**config.mk**
```make
export PLATFORM = sky130hd
export DESIGN_NAME = serial_divider
export DESIGN_NICKNAME = d
export VERILOG_FILES = /design/src/rtl/serial_divider.sv
export SDC_FILE = /design/constraint.sdc
export NUM_CORES = 1
export LEC_CHECK = 0
export CORE_AREA = 4 4 95 97
export DETAILED_ROUTE_END_ITERATION = 12
export DIE_AREA = 0 0 99 101
export SETUP_SLACK_MARGIN = 0.5
export SKIP_CTS_REPAIR_TIMING = 1
export SLEW_MARGIN = 10
export SYNTH_ARGS = -nofsm -noshare
export SYNTH_HDL_FRONTEND = slang
export SYNTH_SLANG_ARGS = --single-unit
```
**constraint.sdc**
```tcl
create_clock -name clk -period 2.4 [get_ports clk]
set_clock_uncertainty 0.05 [all_clocks]
set_input_delay 0.24 -clock clk [delete_from_list [all_inputs] [get_ports clk]]
set_output_delay 0.24 -clock clk [all_outputs]
set_load 0.02 [all_outputs]
```
**src/rtl/serial_divider.sv**
```systemverilog
// serial_divider: multi-cycle unsigned N-bit restoring divider.
// It accepts operands on start and produces one quotient bit per clock, MSB first.
// After N steps it presents the quotient, the remainder and a divide-by-zero flag
// together with a one-cycle done pulse.
module serial_divider #(
    parameter int N = 8
) (
    input  logic         clk,
    input  logic         reset,
    input  logic         start,
    input  logic [N-1:0] dividend,
    input  logic [N-1:0] divisor,
    output logic         busy,
    output logic         done,
    output logic [N-1:0] quotient,
    output logic [N-1:0] remainder,
    output logic         div_zero
);

    localparam int CW = (N > 2) ? $clog2(N) : 1;

    localparam logic [1:0] S_IDLE = 2'd0;
    localparam logic [1:0] S_RUN  = 2'd1;
    localparam logic [1:0] S_DONE = 2'd2;

    localparam logic [CW-1:0] LAST_STEP = CW'(N - 1);

    logic [1:0]    state_q, state_d;
    logic [CW-1:0] cnt_q, cnt_d;
    logic [N:0]    prem_q, prem_d;     // partial remainder R, one guard bit
    logic [N-1:0]  shd_q, shd_d;       // dividend shifting out, quotient shifting in
    logic [N-1:0]  dvs_q, dvs_d;       // latched divisor
    logic          busy_q, busy_d;
    logic          done_q, done_d;
    logic [N-1:0]  quo_q, quo_d;
    logic [N-1:0]  rmd_q, rmd_d;
    logic          dz_q, dz_d;

    logic          accept_s;
    logic [N:0]    trial_s;            // T = {R[N-1:0], D[N-1]}
    logic [N+1:0]  sum_s;              // T + ~{0,divisor} + 1 with carry-out on top
    logic          qbit_s;
    logic [N:0]    prem_step_s;
    logic [N-1:0]  shd_step_s;

    // Next-state and datapath step computation
    always_comb begin
        state_d = state_q;
        cnt_d   = cnt_q;
        prem_d  = prem_q;
        shd_d   = shd_q;
        dvs_d   = dvs_q;
        quo_d   = quo_q;
        rmd_d   = rmd_q;
        dz_d    = dz_q;

        accept_s    = start && ((state_q == S_IDLE) || (state_q == S_DONE));
        trial_s     = {prem_q[N-1:0], shd_q[N-1]};
        sum_s       = {1'b0, trial_s} + {1'b0, ~{1'b0, dvs_q}} + (N+2)'(1);
        // Carry-out set means T >= divisor: subtraction succeeds, keep S.
        qbit_s      = sum_s[N+1];
        if (qbit_s) begin
            prem_step_s = sum_s[N:0];
        end else begin
            prem_step_s = trial_s;
        end
        shd_step_s  = {shd_q[N-2:0], qbit_s};

        case (state_q)
            S_IDLE, S_DONE: begin
                if (accept_s) begin
                    if (divisor != {N{1'b0}}) begin
                        state_d = S_RUN;
                        cnt_d   = {CW{1'b0}};
                        prem_d  = {(N+1){1'b0}};
                        shd_d   = dividend;
                        dvs_d   = divisor;
                    end else begin
                        // Zero divisor short-circuits straight to a result.
                        state_d = S_DONE;
                        dvs_d   = divisor;
                        quo_d   = {N{1'b1}};
                        rmd_d   = dividend;
                        dz_d    = 1'b1;
                    end
                end else begin
                    state_d = S_IDLE;
                end
            end
            S_RUN: begin
                prem_d = prem_step_s;
                shd_d  = shd_step_s;
                if (cnt_q == LAST_STEP) begin
                    state_d = S_DONE;
                    quo_d   = shd_step_s;
                    rmd_d   = prem_step_s[N-1:0];
                    dz_d    = 1'b0;
                end else begin
                    cnt_d = cnt_q + CW'(1);
                end
            end
            default: begin
                state_d = S_IDLE;
            end
        endcase

        busy_d = (state_d == S_RUN);
        done_d = (state_d == S_DONE);
    end

    // State and result registers with asynchronous clear
    always_ff @(posedge clk or posedge reset) begin
        if (reset) begin
            state_q <= S_IDLE;
            cnt_q   <= {CW{1'b0}};
            prem_q  <= {(N+1){1'b0}};
            shd_q   <= {N{1'b0}};
            dvs_q   <= {N{1'b0}};
            busy_q  <= 1'b0;
            done_q  <= 1'b0;
            quo_q   <= {N{1'b0}};
            rmd_q   <= {N{1'b0}};
            dz_q    <= 1'b0;
        end else begin
            state_q <= state_d;
            cnt_q   <= cnt_d;
            prem_q  <= prem_d;
            shd_q   <= shd_d;
            dvs_q   <= dvs_d;
            busy_q  <= busy_d;
            done_q  <= done_d;
            quo_q   <= quo_d;
            rmd_q   <= rmd_d;
            dz_q    <= dz_d;
        end
    end

    assign busy      = busy_q;
    assign done      = done_q;
    assign quotient  = quo_q;
    assign remainder = rmd_q;
    assign div_zero  = dz_q;

endmodule

```
==> flow_metrics.py, run 1 <==
metrics = {
    "outcome": {
        "status": "finished clean",
    },
    "timing": {
        "grt_setup_unrepaired": "true",
        "maxSlewViolCount": 0,
        "finalSetupViolations": 0,
        "maxSlewHeadroom": 0.650,
        "finalHoldViolations": 0,
        "worst_slew_pin_slew_ps": 526,
        "period_share": 0.962,
        "fmax_mhz": 433,
        "setup_ws_ps": 91.6,
        "min_period_ps": 2310,
        "fin_tns_setup_ps": 0,
        "hold_slack_ps": 156,
    },
    "hold_path": {
        "hp-class": "input port to asynchronous set/reset pin",
    },
    "die": {
        "rows": 33,
        "core_area_mm2": 0.00813,
        "io_pins": 38,
        "die-area_mm2": 0.0100,
        "start_util": 0.298,
        "die_y_um": 101,
        "fp.dieW_um": 99,
    },
    "worst_setup_path": {
        "cp.required_ps": 2570,
        "critPathMaxFanout": 4,
        "timing.setup.critical_path_class": "flop to flop",
        "path_cells": "inv_1 > ha_2 > inv_2 > fa_2 > a211o_1 > a2111o_1 > o311ai_2 > mux2i_2 > a31oi_1",
        "critPathCaptureType": "flop",
        "cp-start-kind": "flop",
        "arrival_ps": 2480,
        "crit_path_max_incr_delay_ps": 410,
        "cp_slowest_cell": "dfrtp_1",
    },
    "power_and_ir_drop": {
        "internal_power_mw": 3.09,
        "switching_share": 0.421,
        "leakage_nw": 1.41,
        "pwr-share-seq": 0.270,
        "ir_drop_uv": 496,
        "p_per_area_mw_per_mm2": 1630,
        "p_comb_frac": 0.596,
        "p_switching_mw": 2.24,
        "clkPwrFrac": 0.134,
    },
    "detailed_routing": {
        "wl_per_cell_um": 14.2,
        "detail-route-antenna-nets": 0,
        "dr.pass1.iters": 4,
        "drt-total-wl_um": 5880,
        "drt_iter0_markers": 85,
        "vias": 1991,
        "drc": 0,
        "via_per_inst": 4.82,
    },
    "yosys": {
        "synth_area_mm2": 0.00243,
        "ys.flop_type": "dfrtp_1",
        "synth.most_common_cell": "dfrtp_1",
        "synth_nets": 288,
        "ys_top_cells_by_area": "dfrtp_1 50%, o21ai_0 5.6%, nand2_1 5.3%",
        "synth_top_area_share": 0.495,
        "synthCells": 258,
        "synth_area_leader_cell": "dfrtp_1",
        "ys_seq_area_frac": 0.495,
        "synth_cell_types": 42,
        "yosys_register_bits": 48,
        "synth-async-reset-ratio": 1.00,
        "avgSynthCellArea_um2": 9.40,
        "synth_edf_count": 0,
        "yosysWarnings": 0,
        "synthTopCellsByCount": "48 x dfrtp_1, 34 x nand2_1, 27 x nor2_1, 27 x o21ai_0, 17 x a21oi_1",
    },
    "final_layout": {
        "final_util": 0.402,
        "nets": 337,
        "diodes": 0,
        "design_area_mm2": 0.00327,
        "num-fill-cells": 794,
        "syn_to_final_growth_pct": 34.8,
        "multi_input_area_mm2": 0.00123,
        "ff_latch_area_mm2": 0.00120,
        "drive_above_1_share": 0.172,
    },
    "grt": {
        "grt_pass1_vias": 1960,
        "grt_pass1_wl_um": 9650,
        "grt_util_all_layers": 0.119,
        "grt_start_max_net_pins": 25,
        "grt_overflow": 0,
        "grt_antenna_before_repair": 0,
    },
    "cts": {
        "clk_path_buf_depth": 2,
        "numCtsBuffers": 5,
        "cts_tree": "yes",
        "cts_root_buf": "clkbuf_8",
        "cts.sinks": 48,
        "clk_pin_slew_ps": 100,
        "clk_latency_ps": 300,
        "h-tree-depth": 2,
    },
    "job": {
        "drv_cap": 0,
    },
    "placement": {
        "dpl.hpwl_um": 4300,
        "preCtsSetupSlack_ps": 115,
        "place_congestion": 0.832,
        "place_area_mm2": 0.00297,
        "io_buffers": 37,
    },
}
## sequential cells by signal, summed over array words and instances, names as in the netlist
signal,count
cnt_q,3
busy,1
prem_q,8
shd_q,8
done,1
state_q,2
dvs_q,8
div_zero,1
remainder,8
quotient,8
## power groups by stage
stage | Clock (mW) | Sequential (mW) | Combinational [mW]
after global routing | 0.755 | 1.49 | 3.52
after global placement | 0 | 1.45 | 2.69
final | 0.715 | 1.44 | 3.18
after floorplan | 0 | 1.56 | 1.79
after CTS | 0.731 | 1.44 | 2.76
after detailed placement | 0 | 1.45 | 2.75
## layout make-up
type                    count  area share
multi-input cells         184       0.375
repair buffers             53       0.158
clock inverters             3      0.0210
flip-flops and latches     48       0.368
inverters                  15      0.0172
clock buffers               5      0.0210
well taps                 105      0.0402
## worst max-delay path, delay by kind of cell (launching register included)
kind	cells	cell delay (ps)
compound gates	4	980
fa+ha+maj	2	540
mux	1	130
buf+inv	2	110
flops	1	410
## stage by stage
step | cells | power, mW
finish | 413 | 5.34
global route | 413 | 5.77
CTS | 404 | 4.93
detailed placement | 396 | 4.20
global placement | 396 | 4.14
floorplan | 258 | 3.35
## final timing paths
check | cells after the start | slack [ps] | to | start
hold reg to reg | 2 | 420 | prem_q[7] | prem_q[7]
setup / recovery | 9 | 90 | remainder[6] | shd_q[7]
hold / removal | 2 | 160 | quotient[5] | reset
min in group clk | 2 | 420 | prem_q[7] | prem_q[7]
setup reg to reg | 9 | 90 | remainder[6] | shd_q[7]
max in group asynchronous | 3 | 1580 | prem_q[0] | reset
## kinds of logic after synthesis
logic type | after synthesis | share of synthesized area
AO/OA/AOI/OAI | 68 | 0.176
XOR/XNOR | 2 | 0.00722
adder cells (fa/ha/maj) | 11 | 0.0598
buffers and inverters | 26 | 0.0402
flip-flops | 48 | 0.495
multiplexers | 10 | 0.0423
AND/OR/NAND/NOR | 93 | 0.179
## layer usage
layer  vias to the layer above  share of wire  global-route usage
li1                        999              -                   -
met1                       960           0.45               0.153
met2                        27           0.51               0.197
met3                         5          0.036              0.0291
met4                         0         0.0051              0.0357
met5                         -              0                   0
## placed cells by master, fill, tap and decap left out, types with 3 or more instances in the layout
master	netlist	routed
dfrtp_1	48	47
a21oi_1	17	16
a21o_1	3	3
o21ai_0	27	26
nand3_1	10	8
buf_4	0	14
ha_1	10	6
inv_1	15	13
a31oi_1	6	5
nand3b_1	3	3
clkdlybuf4s50_1	0	37
mux2i_1	8	7
nor2_1	27	25
clkbuf_8	0	5
nand2_1	34	33
No activity file was read; power rests on OpenSTA's default activity.
==> run 2, diff against run 1 <==
SETUP_SLACK_MARGIN = unset   (was 0.5)
clock period = 1.97 ns   (was 2.4 ns; I/O delays follow)
==> run 2 against run 1 <==
Compared with the run above: register-to-register slack got worse by 370 ps; non-clock buffer count increased by 41; cell count increased by 9.9%; count of clock-buffer cells in the layout unchanged; die area unchanged; utilization increased by 3.9 points; first-iteration DRC count decreased by 20%; the flow now finishes with violations (setup timing); combinational power increased by 49%; clock power increased by 6.2%; largest cell class unchanged; fmax increased by 2.6%; largest power group unchanged; sequential power increased by 23%; hold slack improved by 14 ps.
==> flow_metrics.py, run 2 (same netlist as run 1, synthesis figures left out) <==
metrics = {
    "outcome": {
        "status": "finished, violations left",
        "failed_checks": "setup timing",
    },
    "die": {
        "core_area_mm2": 0.00813,
        "fp.dieW_um": 99,
        "io_pins": 38,
        "die_y_um": 101,
        "rows": 33,
        "die-area_mm2": 0.0100,
        "start_util": 0.298,
    },
    "worst_setup_path": {
        "r2r_start": "shd_q[7]",
        "startpoint": "shd_q[7]",
        "cp-start-kind": "flop",
        "critPathMaxFanout": 4,
        "r2r_cells": 9,
        "cp.required_ps": 2160,
        "critPathCaptureType": "flop",
        "timing.setup.critical_path_class": "flop to flop",
        "arrival_ps": 2440,
    },
    "timing": {
        "worst_slew_pin_slew_ps": 464,
        "fin_tns_setup_ps": -1690,
        "grt_setup_unrepaired": "true",
        "setup_ws_ps": -280,
        "fmax_mhz": 444,
        "finalSetupViolations": 15,
        "min_period_ps": 2250,
        "maxSlewViolCount": 0,
        "hold_slack_ps": 169,
        "maxSlewHeadroom": 0.688,
        "finalHoldViolations": 0,
        "period_share": 1.14,
    },
    "cts": {
        "clk_pin_slew_ps": 100,
        "numCtsBuffers": 5,
        "cts_root_buf": "clkbuf_8",
        "h-tree-depth": 2,
        "cts.sinks": 48,
        "clk_latency_ps": 300,
        "clk_path_buf_depth": 2,
        "cts_tree": "yes",
    },
    "detailed_routing": {
        "via_per_inst": 4.79,
        "drt_iter0_markers": 68,
        "vias": 2176,
        "dr.pass1.iters": 4,
        "wl_per_cell_um": 14.0,
        "drt-total-wl_um": 6360,
        "drc": 0,
        "detail-route-antenna-nets": 0,
    },
    "final_layout": {
        "nets": 378,
        "layout_commonest_cell": "buf_4",
        "layout_common_cells": "51 x buf_4, 47 x dfrtp_1, 37 x clkdlybuf4s50_1",
        "syn_to_final_growth_pct": 47.9,
        "drive_above_1_share": 0.266,
        "diodes": 0,
        "design_area_mm2": 0.00359,
        "final_util": 0.441,
    },
    "grt": {
        "grt_start_max_net_pins": 49,
        "grt_pass1_wl_um": 10300,
        "grt_overflow": 0,
        "grt_util_all_layers": 0.127,
        "grt_antenna_before_repair": 0,
        "grt_pass1_vias": 2172,
    },
    "placement": {
        "place_congestion": 0.846,
        "dpl.hpwl_um": 4690,
        "place_area_mm2": 0.00327,
        "io_buffers": 37,
    },
    "power_and_ir_drop": {
        "p_per_area_mw_per_mm2": 2020,
        "ir_drop_uv": 571,
        "leakage_nw": 1.60,
        "fin_total_pwr_mw": 7.26,
    },
    "job": {
        "drv_cap": 0,
    },
    "hold_path": {
        "hp-class": "input port to asynchronous set/reset pin",
    },
}
==> run 2: cell types whose count changed in the layout (fill, tap and decap cells not counted), moves of 2 or more <==
cell   before  now
ha_1        6    4
buf_6       0    4
inv_2       2    4
ha_4        2    5
buf_4      14   51
inv_1      13   11
==> run 2: final timing paths <==
kind / end / slack [ps]
max: remainder[6] / -280
max reg2reg: remainder[6] / -280
min in group clk: dvs_q[2] / 430
min reg2reg: prem_q[7] / 430
max in group asynchronous: prem_q[3] / 1450
min: busy / 170
==> run 2: critical path, stage by stage, from the launching register on <==
cell and delay, ps:
dfrtp_1 390, inv_1 60, ha_2 170, inv_2 40, fa_2 340, a211o_1 330
a2111o_1 400, o311ai_2 90, mux2i_1 140, a31oi_1 170
==> run 2: where the power goes <==
group          internal, mW  switching, mW
sequential             1.46          0.309
clock                 0.383          0.376
combinational          2.45           2.28
total                  4.29           2.97
==> run 2: layout make-up <==
cell class | count | area, um^2
flip-flops and latches | 48 | 1200
inverters | 15 | 56.3
well taps | 105 | 131
fillers | 789 | 4550
multi-input cells | 184 | 1240
clock inverters | 3 | 46.3
clock buffers | 5 | 68.8
repair buffers | 94 | 838
==> run 2: routing by layer <==
layer / part of all wire / wire length [um] / vias to the layer above / global-route usage
met5: 0 / 0 / - / 0
met4: 0.021 / 136 / 0 / 0.0389
met3: 0.034 / 218 / 12 / 0.0235
met2: 0.49 / 3110 / 40 / 0.213
met1: 0.45 / 2890 / 1041 / 0.168
li1: - / - / 1083 / -
==> run 2: metrics by stage <==
stage / setup WS (ps) / std cells
final: -280 / 454
after global routing: -400 / 454
after floorplan: -114 / 258
after CTS: -253 / 445
after detailed placement: -242 / 437
after global placement: -169 / 437
==> run 3, diff against run 2 <==
SETUP_SLACK_MARGIN = 0.05   (was unset)
==> run 3 against run 2 <==
Compared with the run above: the run still ends with setup timing left; critical path depth did not move; via count fell by 0.92%; sequential share of layout area fell by 1.1 points; utilization rose by 1.5 points; cell area rose by 3.5%.
==> flow_metrics.py, run 3 (same netlist as run 1, synthesis figures left out) <==
metrics = {
    "placement": {
        "place_congestion": 0.833,
        "io_buffers": 37,
        "preCtsSetupSlack_ps": -219,
        "place_area_mm2": 0.00327,
        "dpl.hpwl_um": 4750,
    },
    "final_layout": {
        "drive_above_1_share": 0.308,
        "nets": 376,
        "syn_to_final_growth_pct": 53.0,
        "num-fill-cells": 775,
        "final_util": 0.456,
        "design_area_mm2": 0.00371,
        "layout_common_cells": "47 x dfrtp_1, 47 x buf_4, 37 x clkdlybuf4s50_1",
        "diodes": 0,
    },
    "worst_setup_path": {
        "arrival_ps": 2400,
        "timing.setup.critical_path_class": "flop to flop",
        "startpoint": "shd_q[7]",
        "rr_endpoint": "remainder[6]",
        "crit_end": "remainder[6]",
        "r2r_cells": 9,
        "critPathCaptureType": "flop",
        "critPathMaxFanout": 3,
        "rrSetupSlack_ps": -250,
        "r2r_start": "shd_q[7]",
        "cp.required_ps": 2150,
        "cp-start-kind": "flop",
    },
    "detailed_routing": {
        "vias": 2156,
        "dr.pass1.iters": 4,
        "wl_per_cell_um": 14.3,
        "via_per_inst": 4.77,
        "drt-total-wl_um": 6470,
        "drt_iter0_markers": 100,
        "drc": 0,
        "detail-route-antenna-nets": 0,
    },
    "power_and_ir_drop": {
        "ir_drop_uv": 701,
        "p_per_area_mw_per_mm2": 2080,
        "leakage_nw": 1.62,
    },
    "die": {
        "io_pins": 38,
        "die-area_mm2": 0.0100,
        "start_util": 0.298,
        "core_area_mm2": 0.00813,
        "rows": 33,
        "die_y_um": 101,
        "fp.dieW_um": 99,
    },
    "hold_path": {
        "hp-class": "input port to asynchronous set/reset pin",
    },
    "cts": {
        "cts_tree": "yes",
        "clk_latency_ps": 310,
        "cts_root_buf": "clkbuf_8",
        "cts.sinks": 48,
        "h-tree-depth": 2,
        "clk_path_buf_depth": 2,
        "clk_pin_slew_ps": 100,
        "numCtsBuffers": 5,
    },
    "timing": {
        "worst_slew_pin_slew_ps": 492,
        "grt_setup_unrepaired": "true",
        "finalSetupViolations": 12,
        "finalHoldViolations": 0,
        "maxSlewHeadroom": 0.672,
        "fmax_mhz": 450,
        "period_share": 1.13,
        "min_period_ps": 2220,
        "setup_ws_ps": -254,
        "maxSlewViolCount": 0,
    },
    "grt": {
        "grt_overflow": 0,
        "grt_pass1_wl_um": 10100,
        "grt_pass1_vias": 2103,
        "grt_start_max_net_pins": 29,
        "grt_antenna_before_repair": 0,
        "grt_util_all_layers": 0.128,
    },
    "outcome": {
        "status": "finished, violations left",
        "failed_checks": "setup timing",
    },
    "job": {
        "drv_cap": 0,
    },
}
[run 3: cell count changes in the layout (fill, tap and decap cells not counted), sizes merged]
cell      previous run  this run
buf                 57        54
clkinv               0         2
clkinvlp             1         0
inv                 16        15
nor2                28        29
[run 3: critical path, stage by stage (launching register included)]
cell and delay (ps):
dfrtp_1 390, inv_1 60, ha_2 180, inv_2 40, fa_2 330, a211o_1 300
a2111o_1 380, o311ai_2 90, mux2i_2 130, a31oi_1 190
[run 3: how the worst min path moves through the flow]
stage                     from      endpoint  slack (ps)
floorplan           divisor[1]      dvs_q[1]         260
global placement      div_zero      div_zero         410
detailed placement    div_zero      div_zero         410
CTS                      reset  remainder[7]         180
global route             reset  remainder[7]         200
finish                   reset  remainder[7]         170
[run 3: final cells by class]
cell class	count	area, um^2	area share
clock buffer	5	68.8	0.0185
inverter	15	56.3	0.0152
clock inverter	3	47.5	0.0128
timing repair buffer	91	820	0.221
tap	105	131	0.0354
multi-input combinational	185	1390	0.373
sequential	48	1200	0.324
[run 3: routing by layer]
layer,global-route usage,share of wire,vias up
met5,0,0,-
met2,0.214,0.51,30
met4,0.0368,0.0096,0
li1,-,-,1075
met3,0.0291,0.030,6
met1,0.165,0.45,1045
[run 3: stage by stage]
| step | hold WS (ps) | power [mW] | std cells | setup TNS [ps] |
|---|---|---|---|---|
| 2_1_floorplan | 264 | 4.08 | 258 | -298 |
| 4_1_cts | 184 | 6.59 | 444 | -2080 |
| 3_3_place_gp | 409 | 5.75 | 436 | -2450 |
| 6_report | 168 | 7.72 | 452 | -912 |
| 3_5_place_dp | 413 | 5.82 | 436 | -2100 |
| 5_1_grt | 204 | 8.34 | 452 | -1980 |
[run 3: power by group]
| part | total [mW] | internal (mW) | switching, mW |
|---|---|---|---|
| clock network | 0.756 | 0.383 | 0.373 |
| logic | 5.19 | 2.68 | 2.51 |
| registers | 1.77 | 1.46 | 0.307 |
